**config.mk**
```make
export PLATFORM = sky130hd
export DESIGN_NAME = ball_spawn_ctrl
export DESIGN_NICKNAME = d
export VERILOG_FILES = /design/src/rtl/ball_spawn_ctrl.sv
export SDC_FILE = /design/constraint.sdc
export NUM_CORES = 1
export LEC_CHECK = 0
export ABC_CLOCK_PERIOD_IN_PS = 6100
export BUFFER_PORTS_ARGS = -buffer_cell sky130_fd_sc_hd__buf_4
export CELL_PAD_IN_SITES_DETAIL_PLACEMENT = 0
export CELL_PAD_IN_SITES_GLOBAL_PLACEMENT = 1
export CORE_MARGIN = 5
export CORE_UTILIZATION = 41
export DETAILED_ROUTE_END_ITERATION = 6
export HOLD_SLACK_MARGIN = 0.12
export PLACE_DENSITY_LB_ADDON = 0.1
export SYNTH_ARGS = -nofsm -noshare
export SYNTH_HDL_FRONTEND = slang
export SYNTH_SLANG_ARGS = --single-unit
```
**constraint.sdc**
```tcl
create_clock -name clk -period 6.1 [get_ports clk]
set_clock_uncertainty 0.1 [all_clocks]
set_input_delay 0.915 -clock clk [delete_from_list [all_inputs] [get_ports clk]]
set_output_delay 0.915 -clock clk [all_outputs]
set_load 0.02 [all_outputs]
```
**src/rtl/ball_spawn_ctrl.sv**
```systemverilog
// Ball slot manager: splits a rope-hit ball into two children and strobes the movers' load inputs.
// Optional feature: define BALL_SPAWN_SCORE_EN to build the saturating level-0 pop counter.
module ball_spawn_ctrl #(
  parameter int NUM_SLOTS    = 4,
  parameter int MAX_LEVEL    = 3,
  parameter int START_X      = 100,
  parameter int START_Y      = 100,
  parameter int START_XSPEED = 64,
  parameter int START_YSPEED = 0,
  parameter int SPLIT_XSPEED = 96,
  parameter int SPLIT_YSPEED = -200,
  parameter int CHILD_OFFSET = 24,
  parameter int X_MAX        = 599
) (
  input  logic                   clk,
  input  logic                   resetN,
  input  logic                   startOfFrame,
  input  logic                   restart,
  input  logic                   hitValid,
  input  logic [2:0]             hitSlot,
  input  logic [10:0]            hitX,
  input  logic [10:0]            hitY,
  output logic [NUM_SLOTS-1:0]   loadN,
  output logic [10:0]            initialX,
  output logic [10:0]            initialY,
  output logic signed [15:0]     initialXspeed,
  output logic signed [15:0]     initialYspeed,
  output logic [NUM_SLOTS-1:0]   slotActive,
  output logic [2*NUM_SLOTS-1:0] slotLevel,
  output logic                   busy,
  output logic                   allCleared,
  output logic [15:0]            popCount
);
  localparam int LW = 2 * NUM_SLOTS;

  typedef enum logic [1:0] {IDLE, LOAD_L, LOAD_R, RESTART} state_t;

  state_t                state_r, next_state_s;
  logic [NUM_SLOTS-1:0]  load_n_r, active_r, pop_mask_s;
  logic [LW-1:0]         level_r;
  logic [10:0]           x_r, y_r, hit_x_r, hit_y_r, right_x_s;
  logic signed [15:0]    xs_r, ys_r;
  logic                  busy_r, all_cleared_r;
  logic [1:0]            child_level_r, hit_level_s;
  logic [7:0]            active_ext_s;
  logic [15:0]           level_ext_s;
  logic                  hit_ok_s, do_restart_s, do_pop_s, do_split_s, free_found_s;
  logic [2:0]            free_idx_s;
  logic [11:0]           x_sum_s;
  logic                  unused_s;

  assign unused_s = startOfFrame;

  function automatic logic [LW-1:0] set_level(input logic [LW-1:0] lv, input logic [2:0] idx,
                                              input logic [1:0] val);
    set_level = (lv & ~(LW'(2'd3) << {idx, 1'b0})) | (LW'(val) << {idx, 1'b0});
  endfunction

  // Request decode, free-slot search and right-child X clamp
  always_comb begin
    active_ext_s = 8'(active_r);
    level_ext_s  = 16'(level_r);
    hit_level_s  = level_ext_s[{hitSlot, 1'b0} +: 2];
    hit_ok_s     = hitValid && ({1'b0, hitSlot} < 4'(NUM_SLOTS)) && active_ext_s[hitSlot];
    do_restart_s = (state_r == IDLE) && restart;
    do_pop_s     = (state_r == IDLE) && !restart && hit_ok_s && (hit_level_s == 2'd0);
    do_split_s   = (state_r == IDLE) && !restart && hit_ok_s && (hit_level_s != 2'd0);
    pop_mask_s   = active_r & ~(NUM_SLOTS'(1'b1) << hitSlot);
    free_found_s = 1'b0;
    free_idx_s   = 3'd0;
    // Walk downward so the lowest inactive index wins
    for (int i = NUM_SLOTS - 1; i >= 0; i--) begin
      if (!active_r[i]) begin
        free_found_s = 1'b1;
        free_idx_s   = 3'(i);
      end else begin
        free_found_s = free_found_s;
      end
    end
    x_sum_s   = {1'b0, hit_x_r} + 12'(CHILD_OFFSET);
    right_x_s = (x_sum_s > 12'(X_MAX)) ? 11'(X_MAX) : x_sum_s[10:0];
  end

  // Next-state logic
  always_comb begin
    next_state_s = state_r;
    case (state_r)
      IDLE: begin
        if (do_restart_s)    next_state_s = RESTART;
        else if (do_split_s) next_state_s = LOAD_L;
        else                 next_state_s = IDLE;
      end
      LOAD_L: begin
        if (free_found_s) next_state_s = LOAD_R;
        else              next_state_s = IDLE;
      end
      LOAD_R:  next_state_s = IDLE;
      RESTART: next_state_s = IDLE;
      default: next_state_s = IDLE;
    endcase
  end

  // State register
  always_ff @(posedge clk or negedge resetN) begin
    if (!resetN) state_r <= IDLE;
    else         state_r <= next_state_s;
  end

  // Slot bookkeeping and bus/strobe registers, updated on entry to each strobe state
  always_ff @(posedge clk or negedge resetN) begin
    if (!resetN) begin
      load_n_r      <= '1;
      active_r      <= NUM_SLOTS'(1'b1);
      level_r       <= LW'(MAX_LEVEL);
      x_r           <= 11'(START_X);
      y_r           <= 11'(START_Y);
      xs_r          <= 16'(START_XSPEED);
      ys_r          <= 16'(START_YSPEED);
      busy_r        <= 1'b0;
      all_cleared_r <= 1'b0;
      hit_x_r       <= 11'd0;
      hit_y_r       <= 11'd0;
      child_level_r <= 2'd0;
    end else begin
      load_n_r      <= '1;
      all_cleared_r <= 1'b0;
      busy_r        <= (next_state_s != IDLE);
      case (state_r)
        IDLE: begin
          if (do_restart_s) begin
            active_r <= NUM_SLOTS'(1'b1);
            level_r  <= LW'(MAX_LEVEL);
            load_n_r <= ~NUM_SLOTS'(1'b1);
            x_r      <= 11'(START_X);
            y_r      <= 11'(START_Y);
            xs_r     <= 16'(START_XSPEED);
            ys_r     <= 16'(START_YSPEED);
          end else if (do_pop_s) begin
            active_r      <= pop_mask_s;
            all_cleared_r <= (pop_mask_s == '0);
          end else if (do_split_s) begin
            hit_x_r       <= hitX;
            hit_y_r       <= hitY;
            child_level_r <= hit_level_s - 2'd1;
            level_r       <= set_level(level_r, hitSlot, hit_level_s - 2'd1);
            load_n_r      <= ~(NUM_SLOTS'(1'b1) << hitSlot);
            x_r           <= hitX;
            y_r           <= hitY;
            xs_r          <= 16'(-SPLIT_XSPEED);
            ys_r          <= 16'(SPLIT_YSPEED);
          end
        end
        LOAD_L: begin
          if (free_found_s) begin
            active_r <= active_r | (NUM_SLOTS'(1'b1) << free_idx_s);
            level_r  <= set_level(level_r, free_idx_s, child_level_r);
            load_n_r <= ~(NUM_SLOTS'(1'b1) << free_idx_s);
            x_r      <= right_x_s;
            y_r      <= hit_y_r;
            xs_r     <= 16'(SPLIT_XSPEED);
            ys_r     <= 16'(SPLIT_YSPEED);
          end
        end
        default: begin
        end
      endcase
    end
  end

`ifdef BALL_SPAWN_SCORE_EN
  logic [15:0] pop_count_r;

  // Saturating count of level-0 pops, cleared by restart
  always_ff @(posedge clk or negedge resetN) begin
    if (!resetN)                                 pop_count_r <= 16'd0;
    else if (do_restart_s)                       pop_count_r <= 16'd0;
    else if (do_pop_s && pop_count_r != 16'hFFFF) pop_count_r <= pop_count_r + 16'd1;
  end

  assign popCount = pop_count_r;
`else
  assign popCount = 16'd0;
`endif

  assign loadN         = load_n_r;
  assign initialX      = x_r;
  assign initialY      = y_r;
  assign initialXspeed = xs_r;
  assign initialYspeed = ys_r;
  assign slotActive    = active_r;
  assign slotLevel     = level_r;
  assign busy          = busy_r;
  assign allCleared    = all_cleared_r;

endmodule

```
==> results of run 1 <==
logic make-up after synthesis:
| logic type | count (synthesis) | synth area share (%) |
|---|---|---|
| AO/OA/AOI/OAI | 105 | 17.6 |
| other | 1 | 0.0964 |
| multiplexers | 6 | 2.54 |
| flip-flops | 69 | 44.8 |
| AND/OR/NAND/NOR | 174 | 20.7 |
| buffers and inverters | 74 | 12.7 |
| adder cells (fa/ha/maj) | 2 | 0.643 |
| XOR/XNOR | 4 | 0.901 |
per-stage QoR:
stage	instance area (um^2)	utilization, %	cells	hold slack, ns
6_report	4560	49.3	629	0.370
5_1_grt	4560	49.3	629	0.395
4_1_cts	4560	49.3	629	0.375
3_5_place_dp	4370	47.3	613	0.358
3_3_place_gp	4370	47.3	613	0.352
2_1_floorplan	3980	-	460	0.340
power breakdown:
part / switching, mW / internal (mW) / total [mW]
logic: 0.726 / 0.484 / 1.21
registers: 0.202 / 0.676 / 0.877
clock network: 0.174 / 0.181 / 0.355
total: 1.10 / 1.34 / 2.44
routing by layer:
metal	vias to the layer above	track usage, %	share of wire [%]
li1	1563	-	-
met1	1604	27.1	46
met2	124	27.3	46
met3	10	3.54	7.0
met4	0	5.68	1.3
met5	-	0	0
path summary, 6_finish.rpt:
| path | end | slack [ns] | cells past startpoint |
|---|---|---|---|
| setup / recovery | slotLevel[7]$_DFFE_PN0P_ | 2.68 | 10 |
| hold / removal | initialXspeed[6]$_DFFE_PN1P_ | 0.37 | 2 |
| setup reg to reg | slotLevel[7]$_DFFE_PN0P_ | 2.92 | 9 |
| hold reg to reg | initialXspeed[6]$_DFFE_PN1P_ | 0.37 | 2 |
| max in group asynchronous | initialY[7]$_DFFE_PN0P_ | 4.74 | 1 |
| min in group asynchronous | initialXspeed[14]$_DFFE_PN0P_ | 0.57 | 1 |
cell type report:
class	instances	area (um^2)	share of cell area (%)
clock buffers	13	169	3.71
clock inverters	3	20.0	0.439
inverters	5	18.8	0.412
multi-input cells	317	1740	38.3
flip-flops and latches	69	1740	38.3
well taps	129	161	3.54
repair buffers	93	698	15.3
critical path, cell delays in order:
cell and delay (ns):
buf_4 0.15, mux4_2 0.39, nand2b_1 0.09, ha_1 0.23, and4b_1 0.24, buf_4 0.38, nor2_8 0.17, inv_2 0.48
o21ai_0 0.28, o2bb2ai_1 0.19
synthesized netlist by cell type (all sizes together), types with 4 or more instances:
cell type	instances	area, um^2
a211oi	4	30.0
a21oi	16	80.1
a22oi	4	30.0
a31oi	13	81.3
and2	4	25.0
buf	60	443
clkbuf	9	33.8
dfrtp	55	1380
dfstp	14	368
inv	5	18.8
nand2	84	318
nand2b	5	31.3
nand3	10	50.1
nor2	40	166
nor2b	5	31.3
nor3	7	35.0
nor3b	4	30.0
o21ai	33	173
o2bb2ai	7	61.3
or3	5	31.3
state kept, by name, summed over array words and instances (netlist names), 2 cells and up:
name	count
child_level_r	2
initialX	11
hit_y_r	11
slotLevel	8
slotActive	4
loadN	4
initialY	11
state_r	2
initialXspeed	3
hit_x_r	11
==> results.json, run 1 <==
{
  "netlist_area_um2": 3890,
  "die_h_um": 107,
  "cts.sinks": 69,
  "required_ns": 6.22,
  "numCtsBuffers": 9,
  "critPathMaxFanout": 33,
  "cp.arrival_ns": 3.54,
  "start_util_pct": 42.1,
  "globalplace.congestion": 0.879,
  "h-tree-depth": 3,
  "startpoint": "hitSlot[1]",
  "synth_ff_type": "dfrtp_1",
  "rr_startpoint": "slotLevel[0]$_DFFE_PN1P_",
  "dp_slack_ns": 2.31,
  "grt_pass1_wl_um": 16700,
  "cts_hold_buf": 0,
  "antenna_left": 0,
  "die-width_um": 107,
  "cts_resized": 0,
  "insertion_delay_ns": 0.35,
  "min_from": "initialXspeed[6]$_DFFE_PN1P_",
  "tightest_slew_ns": 1.08,
  "area_growth_pct": 17.1,
  "start_kind": "input port",
  "worst_slack_ns": 2.68,
  "drive_above_1_share_pct": 26.4,
  "ys_seq_area_share_pct": 44.8,
  "clockBufferDepth": 2,
  "row_count": 35,
  "max_cap_viol_count": 0,
  "nFillCells": 945,
  "drtIter0Drc": 153,
  "final_nets": 527,
  "io_buffers": 90,
  "tns_ns": 0,
  "worstSetupEndpointType": "flip-flop",
  "final_cell_mix": "buf_4 (93), nand2_1 (83), dfrtp_1 (55)",
  "grtUsageTotal_pct": 18.4,
  "leakage_nw": 2.12,
  "total_power_mw": 2.44,
  "grt_pass1_vias": 3136,
  "clk_pin_slew_ns": 0.08,
  "syn_avg_cell_area_um2": 8.94,
  "synth-edff-count": 0,
  "slew_headroom_pct": 27.5,
  "avgRoutedWirePerCell_um": 16.5,
  "irDropWorstVdd_uv": 178,
  "vias_per_cell": 5.25,
  "ios": 118,
  "postCtsSetupRepairBufs": 0,
  "grt_overflow": 0,
  "synth_async_sr_flop_share_pct": 100,
  "min-delay-path-class": "reg2reg",
  "firstDrtPassIters": 4,
  "max_freq_mhz": 292,
  "ys_seq_elements": 69,
  "final_common_cell": "buf_4",
  "cts_tree": "done",
  "post-dp-hpwl_um": 7080,
  "synthCells": 435,
  "antenna_found_initial": 0,
  "slew_viol_final": 0,
  "outcome": "complete, no violations",
  "grt_max_degree": 70,
  "period_needed_ns": 3.42,
  "routed_wl_um": 10400,
  "finalSetupViolations": 0,
  "ys_types": 60,
  "antenna_cells": 0,
  "finalHoldViolCount": 0,
  "ys_warn_count": 0,
  "die_area_um2": 11500,
  "power_density_nw_per_um2": 536,
  "core_um2": 9240,
  "cts-root-buf": "clkbuf_8",
  "worst-setup-path-type": "in2reg",
  "vias": 3301,
  "fin_crit_sh_pct": 56.1,
  "rsz0062_at_grt": "false",
  "drcViolationCount": 0
}
Power figures use the tool's default switching activity.
==> inputs of run 2 (changes only) <==
ABC_AREA = 1   (was unset)
ABC_CLOCK_PERIOD_IN_PS = 2800   (was 6100)
CORE_UTILIZATION = 34   (was 41)
clock period = 2.8 ns   (was 6.1 ns; I/O delays follow)
==> results.json, run 2 <==
{
  "drtIter0Drc": 144,
  "final_nets": 600,
  "leakage_nw": 2.41,
  "vias": 3357,
  "synthAdderAreaFrac_pct": 0.642,
  "worst-setup-path-type": "reg2reg",
  "cts_resized": 0,
  "area_growth_pct": 21.5,
  "drive_above_1_share_pct": 26.2,
  "final_common_cell": "nand2_1",
  "yosysMostFrequentCell": "nand2_1",
  "synth_async_sr_flop_share_pct": 100,
  "core_um2": 11300,
  "grt_pass1_vias": 3230,
  "routed_wl_um": 10700,
  "antenna_left": 0,
  "rsz0062_at_grt": "false",
  "antenna_found_initial": 0,
  "row_count": 39,
  "yosysTopAreaCellShare_pct": 35.3,
  "path_delay_family": "simple AND/OR/NAND/NOR gates",
  "firstDrtPassIters": 5,
  "grt_max_degree": 70,
  "yosys.area_share.simple_pct": 24.9,
  "fin_crit_sh_pct": 84.6,
  "post-dp-hpwl_um": 7570,
  "cp.arrival_ns": 2.52,
  "drcViolationCount": 0,
  "slew_viol_final": 0,
  "ys_seq_area_share_pct": 44.7,
  "die_area_um2": 13700,
  "clk_pin_slew_ns": 0.06,
  "ys_seq_elements": 69,
  "grt_overflow": 0,
  "globalplace.congestion": 0.886,
  "ys_top_cells_by_count": "nand2_1 (146), dfrtp_1 (55), buf_4 (45), nor2_1 (43), inv_1 (39)",
  "cts_hold_buf": 0,
  "postLayoutCellArea_um2": 4740,
  "die_h_um": 117,
  "finalHoldViolCount": 0,
  "ys_warn_count": 0,
  "min-delay-path-class": "in2async",
  "synth_top_cell_by_area": "dfrtp_1",
  "synth-xor-area-share_pct": 0.449,
  "tns_ns": 0,
  "tightest_slew_ns": 0.903,
  "cts_tree": "done",
  "critPathMaxFanout": 29,
  "h-tree-depth": 3,
  "syn_avg_cell_area_um2": 7.88,
  "synthCells": 495,
  "cts-root-buf": "clkbuf_16",
  "power_density_nw_per_um2": 1220,
  "irDropWorstVdd_uv": 780,
  "synth_area_leaders": "dfrtp_1 (35%), nand2_1 (14%), dfstp_2 (9.4%)",
  "outcome": "complete, no violations",
  "max_stage_delay_ns": 0.54,
  "slew_headroom_pct": 39.8,
  "period_needed_ns": 2.37,
  "cp_slowest_cell": "dfstp_2",
  "crit_chain": "inv_1 > o22ai_1 > nor3_1 > or2_2 > ha_1 > nand3b_4 > inv_2 > nand2_1 > o21ai_0",
  "max_cap_viol_count": 0,
  "insertion_delay_ns": 0.33,
  "r2r_slack_ns": 0.43,
  "vias_per_cell": 4.69,
  "avgRoutedWirePerCell_um": 14.9,
  "dpl_cell_area_um2": 4440,
  "final_cell_mix": "nand2_1 (146), buf_4 (96), dfrtp_1 (55)",
  "finalSetupViolations": 0,
  "synth_ff_type": "dfrtp_1",
  "ys_types": 41,
  "grtUsageTotal_pct": 15.9,
  "postCtsSetupRepairBufs": 0,
  "die-width_um": 117,
  "ios": 118,
  "clockBufferDepth": 2,
  "critPathBufInv": 2,
  "start_kind": "flip-flop",
  "cts.sinks": 69,
  "synth_compound_area_share_pct": 13.0,
  "required_ns": 2.95,
  "synth_top_family_by_area": "simple AND/OR/NAND/NOR gates",
  "netlist_area_um2": 3900,
  "synth-edff-count": 0,
  "muxShareOfSynthArea_pct": 0,
  "start_util_pct": 34.4,
  "grt_pass1_wl_um": 16800,
  "fin_util_pct": 41.9,
  "antenna_cells": 0,
  "max_freq_mhz": 422,
  "io_buffers": 90,
  "worstSetupEndpointType": "flip-flop",
  "numCtsBuffers": 9
}
-- run 2: cells by family (layout without fill, tap and decap cells) --
family / count (synthesis) / after routing
flops: 69 / 69
compound gates: 85 / 85
simple gates: 230 / 230
fa+ha+maj: 2 / 2
xor+xnor: 2 / 2
buf+inv: 106 / 159
other cells: 1 / 26
-- run 2: cell type report --
type | count | area, um^2
timing repair buffer | 96 | 721
fill | 1207 | 6580
multi-input combinational | 345 | 1620
tap | 143 | 179
clock inverter | 4 | 47.5
inverter | 47 | 184
sequential | 69 | 1740
clock buffer | 12 | 246
-- run 2: path summary, 6_finish.rpt --
check | from | end | cells past startpoint
max in group asynchronous | resetN | hit_y_r[10]$_DFFE_PN0P_ | 1
min in group clk | hitY[0] | hit_y_r[0]$_DFFE_PN0P_ | 3
setup / recovery | slotLevel[0]$_DFFE_PN1P_ | hit_x_r[10]$_DFFE_PN0P_ | 9
hold reg to reg | initialX[6]$_DFFE_PN1P_ | initialX[6]$_DFFE_PN1P_ | 2
setup reg to reg | slotLevel[0]$_DFFE_PN1P_ | hit_x_r[10]$_DFFE_PN0P_ | 9
hold / removal | resetN | hit_x_r[2]$_DFFE_PN0P_ | 1
-- run 2: report_power, final --
| part | switching [mW] | total, mW | internal [mW] | leakage, nW |
|---|---|---|---|---|
| sequential | 0.319 | 1.78 | 1.46 | 0.820 |
| combinational | 1.79 | 2.83 | 1.04 | 1.45 |
| clock | 0.439 | 1.15 | 0.712 | 0.143 |
-- run 2: per-layer routing --
layer / wire [um] / global-route usage [%] / share of wire (%) / up-vias
met2: 4950 / 25.8 / 46 / 105
met1: 4820 / 20.7 / 45 / 1579
met4: 103 / 3.90 / 0.97 / 0
met3: 791 / 5.30 / 7.4 / 7
li1: - / - / - / 1666
met5: 0 / 0 / 0 / -
-- run 2: through the flow --
| stage | setup WS, ns | total power [mW] | hold slack, ns | cells |
|---|---|---|---|---|
| after floorplan | 0.631 | 3.78 | 0.0244 | 520 |
| after global placement | 0.335 | 4.65 | 0.354 | 700 |
| after detailed placement | 0.302 | 4.68 | 0.359 | 700 |
| after CTS | 0.396 | 5.85 | 0.161 | 716 |
| after global routing | 0.240 | 6.20 | 0.186 | 716 |
| final | 0.432 | 5.77 | 0.117 | 716 |
